--- config.mk ---
export PLATFORM = sky130hd
export DESIGN_NAME = apb_req_arbiter
export DESIGN_NICKNAME = d
export VERILOG_FILES = /design/src/rtl/apb_arb_pkg.sv /design/src/rtl/apb_req_arbiter_rr_pick.sv /design/src/rtl/apb_req_arbiter.sv
export SDC_FILE = /design/constraint.sdc
export NUM_CORES = 1
export LEC_CHECK = 0
export CORE_MARGIN = 2
export CORE_UTILIZATION = 30
export DETAILED_ROUTE_END_ITERATION = 10
export GPL_TIMING_DRIVEN = 1
export PLACE_DENSITY = 0.7
export SYNTH_ARGS = -nofsm -noshare
export SYNTH_HDL_FRONTEND = slang
export SYNTH_HIERARCHICAL = 1
export SYNTH_SLANG_ARGS = --single-unit
--- constraint.sdc ---
create_clock -name clk -period 3.6 [get_ports clk]
set_clock_uncertainty 0.05 [all_clocks]
set_input_delay 0.54 -clock clk [delete_from_list [all_inputs] [get_ports clk]]
set_output_delay 0.54 -clock clk [all_outputs]
set_load 0.1 [all_outputs]
--- src/rtl/apb_arb_pkg.sv ---
// -----------------------------------------------------------------------------
// apb_arb_pkg
// Shared types and constants for the APB request arbiter.
//   arb_state_t : sequencer state (IDLE / SETUP / ACCESS)
//   PH_*        : APB phase encodings as {psel, penable}
//   phase_of()  : maps a sequencer state to its APB phase encoding
// -----------------------------------------------------------------------------
package apb_arb_pkg;

  typedef enum logic [1:0] {
    IDLE   = 2'd0,
    SETUP  = 2'd1,
    ACCESS = 2'd2
  } arb_state_t;

  // APB phase encodings, bit 1 = psel, bit 0 = penable
  localparam logic [1:0] PH_IDLE   = 2'b00;
  localparam logic [1:0] PH_SETUP  = 2'b10;
  localparam logic [1:0] PH_ACCESS = 2'b11;

  function automatic logic [1:0] phase_of(input arb_state_t s);
    logic [1:0] ph;
    ph = PH_IDLE;
    case (s)
      SETUP:   ph = PH_SETUP;
      ACCESS:  ph = PH_ACCESS;
      default: ph = PH_IDLE;
    endcase
    return ph;
  endfunction

endpackage

--- src/rtl/apb_req_arbiter_rr_pick.sv ---
// -----------------------------------------------------------------------------
// rr_pick
// Combinational round-robin picker. Searches req upward from ptr, wrapping
// at NREQ, and returns the first set bit.
// Ports:
//   req     in  NREQ  request vector
//   ptr     in  IDW   search start position (0..NREQ-1)
//   grant   out NREQ  one-hot winner (all zero if no request)
//   id      out IDW   binary index of the winner
//   any_req out 1     at least one request is set
// -----------------------------------------------------------------------------
module rr_pick #(
  parameter int NREQ = 4,
  parameter int IDW  = $clog2(NREQ)
) (
  input  logic [NREQ-1:0] req,
  input  logic [IDW-1:0]  ptr,
  output logic [NREQ-1:0] grant,
  output logic [IDW-1:0]  id,
  output logic            any_req
);

  int             idx;
  logic [IDW-1:0] sel;

  always_comb begin
    grant   = '0;
    id      = '0;
    any_req = 1'b0;
    idx     = 0;
    sel     = '0;
    for (int k = 0; k < NREQ; k++) begin
      // candidate position k steps above ptr, wrapped into 0..NREQ-1
      idx = int'(ptr) + k;
      if (idx >= NREQ) idx = idx - NREQ;
      sel = idx[IDW-1:0];
      if (!any_req && req[sel]) begin
        any_req    = 1'b1;
        grant[sel] = 1'b1;
        id         = sel;
      end
    end
  end

endmodule

--- src/rtl/apb_req_arbiter.sv ---
// -----------------------------------------------------------------------------
// apb_req_arbiter
// Shares one APB master port among NREQ requesters. A round-robin pick in
// IDLE latches the winner's command, the FSM runs SETUP then ACCESS, and the
// winner gets a one-cycle req_ack when pready completes the transfer.
// Optional feature macro: APB_ARB_TIMEOUT_EN -- aborts an ACCESS phase after
// TIMEOUT wait cycles and completes it with req_err=1.
// Ports:
//   clk, rst (async, active high)
//   req_valid/req_wr [NREQ], req_addr [NREQ*AW], req_wdata [NREQ*DW]
//   req_ack [NREQ] one-hot, req_err, rsp_rdata [DW]
//   psel, penable, pwrite, paddr [AW], pwdata [DW], prdata [DW], pready
// -----------------------------------------------------------------------------
module apb_req_arbiter
  import apb_arb_pkg::*;
#(
  parameter int NREQ    = 4,
  parameter int AW      = 4,
  parameter int DW      = 8,
  parameter int TIMEOUT = 16
) (
  input  logic               clk,
  input  logic               rst,
  input  logic [NREQ-1:0]    req_valid,
  input  logic [NREQ-1:0]    req_wr,
  input  logic [NREQ*AW-1:0] req_addr,
  input  logic [NREQ*DW-1:0] req_wdata,
  output logic [NREQ-1:0]    req_ack,
  output logic               req_err,
  output logic [DW-1:0]      rsp_rdata,
  output logic               psel,
  output logic               penable,
  output logic               pwrite,
  output logic [AW-1:0]      paddr,
  output logic [DW-1:0]      pwdata,
  input  logic [DW-1:0]      prdata,
  input  logic               pready
);

  localparam int             IDW     = $clog2(NREQ);
  localparam logic [IDW-1:0] LAST_ID = IDW'(NREQ - 1);

  arb_state_t     state_q, state_d;
  logic [IDW-1:0] ptr_q, ptr_d;
  logic [IDW-1:0] id_q, id_d;
  logic           wr_q, wr_d;
  logic [AW-1:0]  addr_q, addr_d;
  logic [DW-1:0]  wdata_q, wdata_d;
  logic [DW-1:0]  rdata_q, rdata_d;

  logic [NREQ-1:0] grant;
  logic [IDW-1:0]  pick_id;
  logic            any_req;
  logic            tmo;
  logic            done;
  logic [1:0]      phase;

  rr_pick #(
    .NREQ (NREQ),
    .IDW  (IDW)
  ) u_pick (
    .req     (req_valid),
    .ptr     (ptr_q),
    .grant   (grant),
    .id      (pick_id),
    .any_req (any_req)
  );

`ifdef APB_ARB_TIMEOUT_EN
  localparam int CW = $clog2(TIMEOUT + 1);
  logic [CW-1:0] cnt_q, cnt_d;

  // cnt_q counts completed wait cycles, so the TIMEOUT-th ACCESS cycle
  // without pready sees cnt_q == TIMEOUT-1 and aborts in that cycle.
  assign tmo = (state_q == ACCESS) && !pready && (cnt_q == CW'(TIMEOUT - 1));

  always_comb begin
    cnt_d = cnt_q;
    if (state_q == SETUP) begin
      cnt_d = '0;
    end else if ((state_q == ACCESS) && !pready) begin
      cnt_d = cnt_q + 1'b1;
    end
  end

  always_ff @(posedge clk or posedge rst) begin
    if (rst) cnt_q <= '0;
    else     cnt_q <= cnt_d;
  end

  assign req_err = tmo;
`else
  assign tmo     = 1'b0;
  assign req_err = 1'b0;
`endif

  // Completion: normal pready wins over a simultaneous timeout.
  assign done = (state_q == ACCESS) && (pready || tmo);

  always_comb begin
    req_ack = '0;
    if (done) req_ack[id_q] = 1'b1;
  end

  always_comb begin
    state_d = state_q;
    ptr_d   = ptr_q;
    id_d    = id_q;
    wr_d    = wr_q;
    addr_d  = addr_q;
    wdata_d = wdata_q;
    rdata_d = rdata_q;
    case (state_q)
      IDLE: begin
        if (any_req) begin
          state_d = SETUP;
          id_d    = pick_id;
          // AND-OR select of the winner's command through the one-hot grant
          for (int i = 0; i < NREQ; i++) begin
            if (grant[i]) begin
              wr_d    = req_wr[i];
              addr_d  = req_addr[i*AW +: AW];
              wdata_d = req_wdata[i*DW +: DW];
            end
          end
        end
      end
      SETUP: begin
        state_d = ACCESS;
      end
      ACCESS: begin
        if (done) begin
          state_d = IDLE;
          ptr_d   = (id_q == LAST_ID) ? '0 : id_q + 1'b1;
          // an aborted read leaves the previous read data in place
          if (pready && !wr_q) rdata_d = prdata;
        end
      end
      default: state_d = IDLE;
    endcase
  end

  always_ff @(posedge clk or posedge rst) begin
    if (rst) begin
      state_q <= IDLE;
      ptr_q   <= '0;
      id_q    <= '0;
      wr_q    <= 1'b0;
      addr_q  <= '0;
      wdata_q <= '0;
      rdata_q <= '0;
    end else begin
      state_q <= state_d;
      ptr_q   <= ptr_d;
      id_q    <= id_d;
      wr_q    <= wr_d;
      addr_q  <= addr_d;
      wdata_q <= wdata_d;
      rdata_q <= rdata_d;
    end
  end

  assign phase     = phase_of(state_q);
  assign psel      = phase[1];
  assign penable   = phase[0];
  assign pwrite    = wr_q;
  assign paddr     = addr_q;
  assign pwdata    = wdata_q;
  assign rsp_rdata = rdata_q;

endmodule
After elaboration in Yosys (flattened, before gate mapping)
Cells that the tools add are included.
{"block": "classes", "div": 0, "n_mul": 0, "reduce_logical": 21, "add_sub_neg": 8, "order_cmp": 14, "shifts": 0, "muxes": 52, "n_eq_ne": 5, "bitwise_logic": 3}
{"operator": "4-bit two-way mux", "count": 9}
{"operator": "8-bit two-way mux", "count": 4}
{"operator": "2-bit two-way mux", "count": 11}
{"operator": "1-bit two-way mux", "count": 17}
{"operator": "2-bit by 3-bit < comparator with 1-bit output, second input constant", "count": 5}
{"operator": "4-bit bitwise OR", "count": 3}
{"operator": "1-bit demux with 2-bit select", "count": 5}
{"operator": "2-bit by 1-bit >= comparator with 1-bit output, second input constant", "count": 5}
{"operator": "1-bit logical AND", "count": 10}
{"operator": "3-bit >= comparator, second input constant", "count": 3}
{"operator": "1-bit binary-select mux with 2-bit select", "count": 4}
{"operator": "2-bit by 1-bit subtractor with 2-bit output, second input constant", "count": 4}
{"operator": "2-bit by 2-bit adder with 3-bit output, second input constant", "count": 2}
{"operator": "2-bit case mux with 3 select lines", "count": 1}
{"operator": "2-bit AND reduction", "count": 3}
{"operator": "3-bit AND reduction", "count": 2}
{"operator": "2-bit equality test, second input constant", "count": 2}
{"operator": "1-bit zero test", "count": 4}
{"operator": "2-bit != test, second input constant", "count": 2}
{"operator": "2-bit case mux with 2 select lines", "count": 1}
{"operator": "4-bit nonzero test", "count": 1}
{"operator": "2-bit by 1-bit adder with 3-bit output, second input constant", "count": 1}
{"operator": "2-bit by 3-bit >= comparator with 1-bit output, second input constant", "count": 1}
{"operator": "2-bit by 1-bit adder with 2-bit output, second input constant", "count": 1}
{"operator": "other kinds (2)", "count": 2}
{"block": "word_totals", "mem_count": 0, "latchBits": 0, "ramBits": 0, "input_bits": 67, "wordCells": 110, "ff_bits": 27, "mem_bits_ro": 0}

Depth between registers and ports, before layout
Gate-level depths: netlist (run 1).
{"block": "logic_depth", "ltp_word": 18, "ltp_mapped": 12}

Cells and area by module
Netlist (run 1), hierarchy kept.
{"mod": "apb_req_arbiter", "n_inst": 1, "area_per_inst_um2": 1584.0, "seq_area_each_um2": 675.6, "cells_per_inst": 129}
{"mod": "rr_pick", "n_inst": 1, "area_per_inst_um2": 421.7, "seq_area_each_um2": 0.0, "cells_per_inst": 45}

Least setup slack after synthesis (run 1)
OpenSTA, ideal clock, no wires.
{"block": "synth_path", "kind": "register to register", "startpoint": "register ptr_q[0]", "endpoint": "register addr_q[0], in the netlist paddr[0]", "path_slack_ns": 0.356, "period_less_slack_ns": 3.244, "t_arrival_ns": 3.058, "n_path_buf": 3, "t_required_ns": 3.414, "stages_incl_launch_ff": 13, "setup_time_ns": 0.136, "cell_sequence": "dfrtp_1 > buf_6 > inv_1 > ha_1 > mux4_2 > buf_6 > and2b_2 > a22oi_1 > o21ai_0 > buf_6 > mux2_4 > a222oi_1 > mux2i_1"}
{"block": "synth_between", "elab_chain_len": 17}
{"item": "from (decl)", "line_no": "apb_req_arbiter.sv:44", "text": "logic [IDW-1:0] ptr_q, ptr_d;"}
{"item": "from (signal assigned)", "line_no": "apb_req_arbiter.sv:154", "text": "ptr_q <= ptr_d;"}
{"item": "parallel branches: the longest is 13 deep, another holds 2-bit by 1-bit adder with 3-bit output"}
{"item": "4-bit two-way mux *", "line_no": "apb_req_arbiter_rr_pick.sv:37", "text": "if (!any_req && req[sel]) begin"}
{"item": "via grant[1]", "line_no": "apb_req_arbiter.sv:51", "text": "logic [NREQ-1:0] grant;"}
{"item": "4-bit two-way mux (3 in a row)", "line_no": "apb_req_arbiter.sv:120", "text": "if (grant[i]) begin"}
{"item": "to (signal assigned)", "line_no": "apb_req_arbiter.sv:157", "text": "addr_q <= addr_d;"}
{"item": "to (decl)", "line_no": "apb_req_arbiter.sv:47", "text": "logic [AW-1:0] addr_q, addr_d;"}
Mark *: on every way through the listed nets, which the timed path passes. The select of a mux whose other input is x is not followed.
A chain may end at the register's enable or synchronous reset.

Final worst setup path (run 1)
{"block": "layout_path", "startpoint": "input port req_valid[3]", "endpoint": "register addr_q[1], in the netlist paddr[1]"}
{"item": "from (decl)", "line_no": "apb_req_arbiter.sv:24", "text": "input logic [NREQ-1:0] req_valid,"}
{"item": "1-bit binary-select mux with 2-bit select", "line_no": "apb_req_arbiter_rr_pick.sv:37"}
{"item": "1-bit two-way mux (not written as such)", "line_no": "apb_req_arbiter_rr_pick.sv:37"}
{"item": "1-bit two-way mux", "line_no": "apb_req_arbiter_rr_pick.sv:37"}
{"item": "1-bit zero test", "line_no": "apb_req_arbiter_rr_pick.sv:37"}
{"item": "1-bit logical AND", "line_no": "apb_req_arbiter_rr_pick.sv:37"}
{"item": "1-bit two-way mux", "line_no": "apb_req_arbiter_rr_pick.sv:37"}
{"item": "1-bit zero test", "line_no": "apb_req_arbiter_rr_pick.sv:37"}
{"item": "1-bit logical AND", "line_no": "apb_req_arbiter_rr_pick.sv:37"}
{"item": "1-bit two-way mux", "line_no": "apb_req_arbiter_rr_pick.sv:37"}
{"item": "1-bit zero test", "line_no": "apb_req_arbiter_rr_pick.sv:37"}
{"item": "1-bit logical AND", "line_no": "apb_req_arbiter_rr_pick.sv:37"}
{"item": "4-bit two-way mux *", "line_no": "apb_req_arbiter_rr_pick.sv:37"}
{"item": "via grant[3]", "line_no": "apb_req_arbiter.sv:51"}
{"item": "4-bit nonzero test (no source line)"}
{"item": "3-bit AND reduction (no source line)"}
The timed path passes the listed nets; every way through them passes the cells marked *. The select of a mux whose other input is x is not followed.

==> impl_metrics.ini, run 1 <==
[synth]
synth-warning-count = 6
synth_top_area_cell = dfrtp_1
synth_cell_types = 35
synthesis.area_mm2 = 0.00201
postSynthCellCount = 174
syn_area_per_cell_um2 = 11.5
ys_seq_area_share_pct = 33.7
synth.top_cell.area_share_pct = 33.7
syn_nets = 255
synth_area_leaders = dfrtp_1 (34%), mux2_2 (9.0%), ha_1 (8.7%), mux2_4 (8.2%), mux2i_1 (7.0%)
ys_seq_elements = 27

[route]
routed-via-count = 1730
via_per_inst = 4.99
firstDrtPassIters = 7
postRouteAntennaNets = 0
drcViolationCount = 0
drt-initial-drc-count = 96
drt-total-wl_mm = 5.26
wl_per_cell_um = 15.2

[clock_tree]
clk_latency_ns = 0.27
clockRootBuffer = clkbuf_8
cts.path.max_buffers = 2
tritoncts = done
cts.clk_slew.worst_paths_ns = 0.09
clock_sink_count = 27
htree_levels = 1
cts_buffers = 3

[timing]
rsz0062_at_grt = no
slew_headroom_pct = 33.3
worst_pin_slew_ns = 0.998
finalMaxSlewViolations = 0
timing.fmax_mhz = 304
min_period_ns = 3.29
fin_crit_sh_pct = 91.3
final-setup-viol-count = 0
timing.setup.tns_ns = 0
hold_viol_final = 0

[layout]
drive_gt1_share_pct = 18.9
multi_input_area_mm2 = 0.00119
final_nets = 352
final_area_mm2 = 0.00308
area_growth_syn_to_layout_pct = 53.4
fillCellCount = 592
num_antenna_cells = 0
seqCellArea_um2 = 676
layout_commonest_cell = clkdlybuf4s50_1
final_cell_mix = clkdlybuf4s50_1 (87), dfrtp_1 (27), inv_1 (22), mux2_2 (16)

[die]
die_w_um = 85.8
start_util_pct = 31.2
die_h_um = 85.8
die-area_mm2 = 0.00736
io_pins = 95
row_count = 29
coreArea_mm2 = 0.00642

[run]
cap_violations = 0

[setup_path]
cpMaxStageDelayCell = mux4_1
rr_startpoint = ptr_q[0]
crit_arrival_ns = 3.38
crit_chain = clkdlybuf4s50_1 > mux4_1 > and2b_2 > a22oi_1 > o21ai_1 > nor2_1 > a21oi_2 > buf_4 > mux2i_1
critPathMaxFanout = 9
start_kind = primary input
max_stage_delay_ns = 0.64
end_kind = flip-flop
cp-startpoint = req_valid[3]
required_ns = 3.69
setup.worst_path.class = in2reg

[worst_hold_path]
hold_start = rsp_rdata[4]
worst_hold_path_type = reg2reg

[global_routing]
grtUsageTotal_pct = 14.5
antenna_found_initial = 0
gr-total-overflow = 0
grt_pass1_vias = 1726
grt_max_degree = 28
grt_pass1_wl_mm = 8.60

[placed_design]
place_area_mm2 = 0.00303
hpwl_mm = 4.15
io_buffers = 93
place_congestion = 0.798

[status]
status = finished, final reports clean
==> final cells by class <==
class	count	share of cell area [%]
Sequential cell	27	22.0
Timing Repair Buffer	101	32.1
Tap cell	77	3.13
Multi-Input combinational cell	116	38.6
Clock buffer	4	1.46
Inverter	22	2.68
==> kinds of logic (layout without fill, tap and decap cells) <==
kind of cell,after synthesis,in the layout,share of synthesized area [%]
AOI/OAI and AO/OA,33,33,13.5
buffers and inverters,31,127,7.36
adders and majority gates,14,14,8.73
and+or+nand+nor,22,22,6.86
other,1,1,0.187
muxes,46,46,29.6
DFF,27,27,33.7
==> Yosys cell counts <==
| library cell | number |
|---|---|
| dfrtp_1 | 27 |
| inv_1 | 22 |
| mux2_2 | 16 |
| ha_1 | 14 |
| mux2i_1 | 14 |
| a222oi_1 | 12 |
| mux2_4 | 11 |
| a22oi_1 | 8 |
| nor2_1 | 5 |
| o21ai_0 | 5 |
| and3_1 | 4 |
| buf_6 | 3 |
| clkbuf_1 | 3 |
| nand2_1 | 3 |
| buf_4 | 2 |
| mux4_1 | 2 |
| mux4_2 | 2 |
| nand2b_1 | 2 |
| nor2b_1 | 2 |
| o31ai_1 | 2 |
| a21oi_2 | 1 |
| a221o_1 | 1 |
| a32o_1 | 1 |
| and2b_2 | 1 |
| and3b_1 | 1 |
| buf_2 | 1 |
| conb_1 | 1 |
| mux2_1 | 1 |
| nand3_1 | 1 |
| nor3_1 | 1 |
| nor4_1 | 1 |
| nor4b_4 | 1 |
| o211ai_1 | 1 |
| o221ai_1 | 1 |
| o22ai_1 | 1 |
==> critical path, delay by kind of cell <==
kind	cells	cell delay [ns]
simple gates	2	0.88
mux	2	0.76
buf+inv	2	0.70
compound gates	3	0.49
==> worst paths after layout <==
path / end / slack [ns] / depth (start not counted)
hold reg to reg: rsp_rdata[4] / 0.46 / 1
hold / removal: rsp_rdata[4] / 0.46 / 1
setup / recovery: paddr[1] / 0.31 / 9
max in group asynchronous: paddr[3] / 2.14 / 2
setup reg to reg: paddr[1] / 0.37 / 10
min in group asynchronous: rsp_rdata[4] / 0.75 / 2
==> repair_timing <==
| action | CTS | global route |
|---|---|---|
| gates resized for setup | 0 | 1 |
| setup endpoints to repair | 0 | 6 |
| buffers inserted | 0 | 0 |
| hold buffers | 0 | 0 |
==> layer usage <==
metal | global-route usage [%] | share of wire [%] | routed length (um) | vias to the layer above
met5 | 0 | 0 | 0 | -
met1 | 18.2 | 42 | 2200 | 826
li1 | - | - | - | 840
met4 | 3.46 | 0.51 | 27 | 0
met2 | 25.6 | 51 | 2700 | 62
met3 | 3.08 | 6.3 | 333 | 2
==> stage by stage <==
stage | instances | worst slack, ns | utilization [%] | hold WS, ns
floorplan | 174 | 0.356 | - | 0.451
global placement | 343 | 0.0734 | 47.2 | 0.437
detailed placement | 343 | 0.00146 | 47.2 | 0.448
CTS | 347 | 0.246 | 47.9 | 0.469
global route | 347 | 0.0646 | 47.9 | 0.479
finish | 347 | 0.312 | 47.9 | 0.464
==> registers in the layout (all words and copies together) (netlist names) <==
signal     count
rsp_rdata      8
pwdata         8
id_q           2
paddr          4
pwrite         1
state_q        2
ptr_q          2
Power of run 1 is left out: the tool's default activity adds up to more than one toggle a clock period on the data nets, which glitch-free logic cannot reach.
==> inputs of run 2 (changes only) <==
- CTS_CLUSTER_DIAMETER: unset -> 30
==> results of run 2 <==
No change in the layout: final DEF, timing and power equal those of run 1.
Power of run 2 is left out for the same reason.
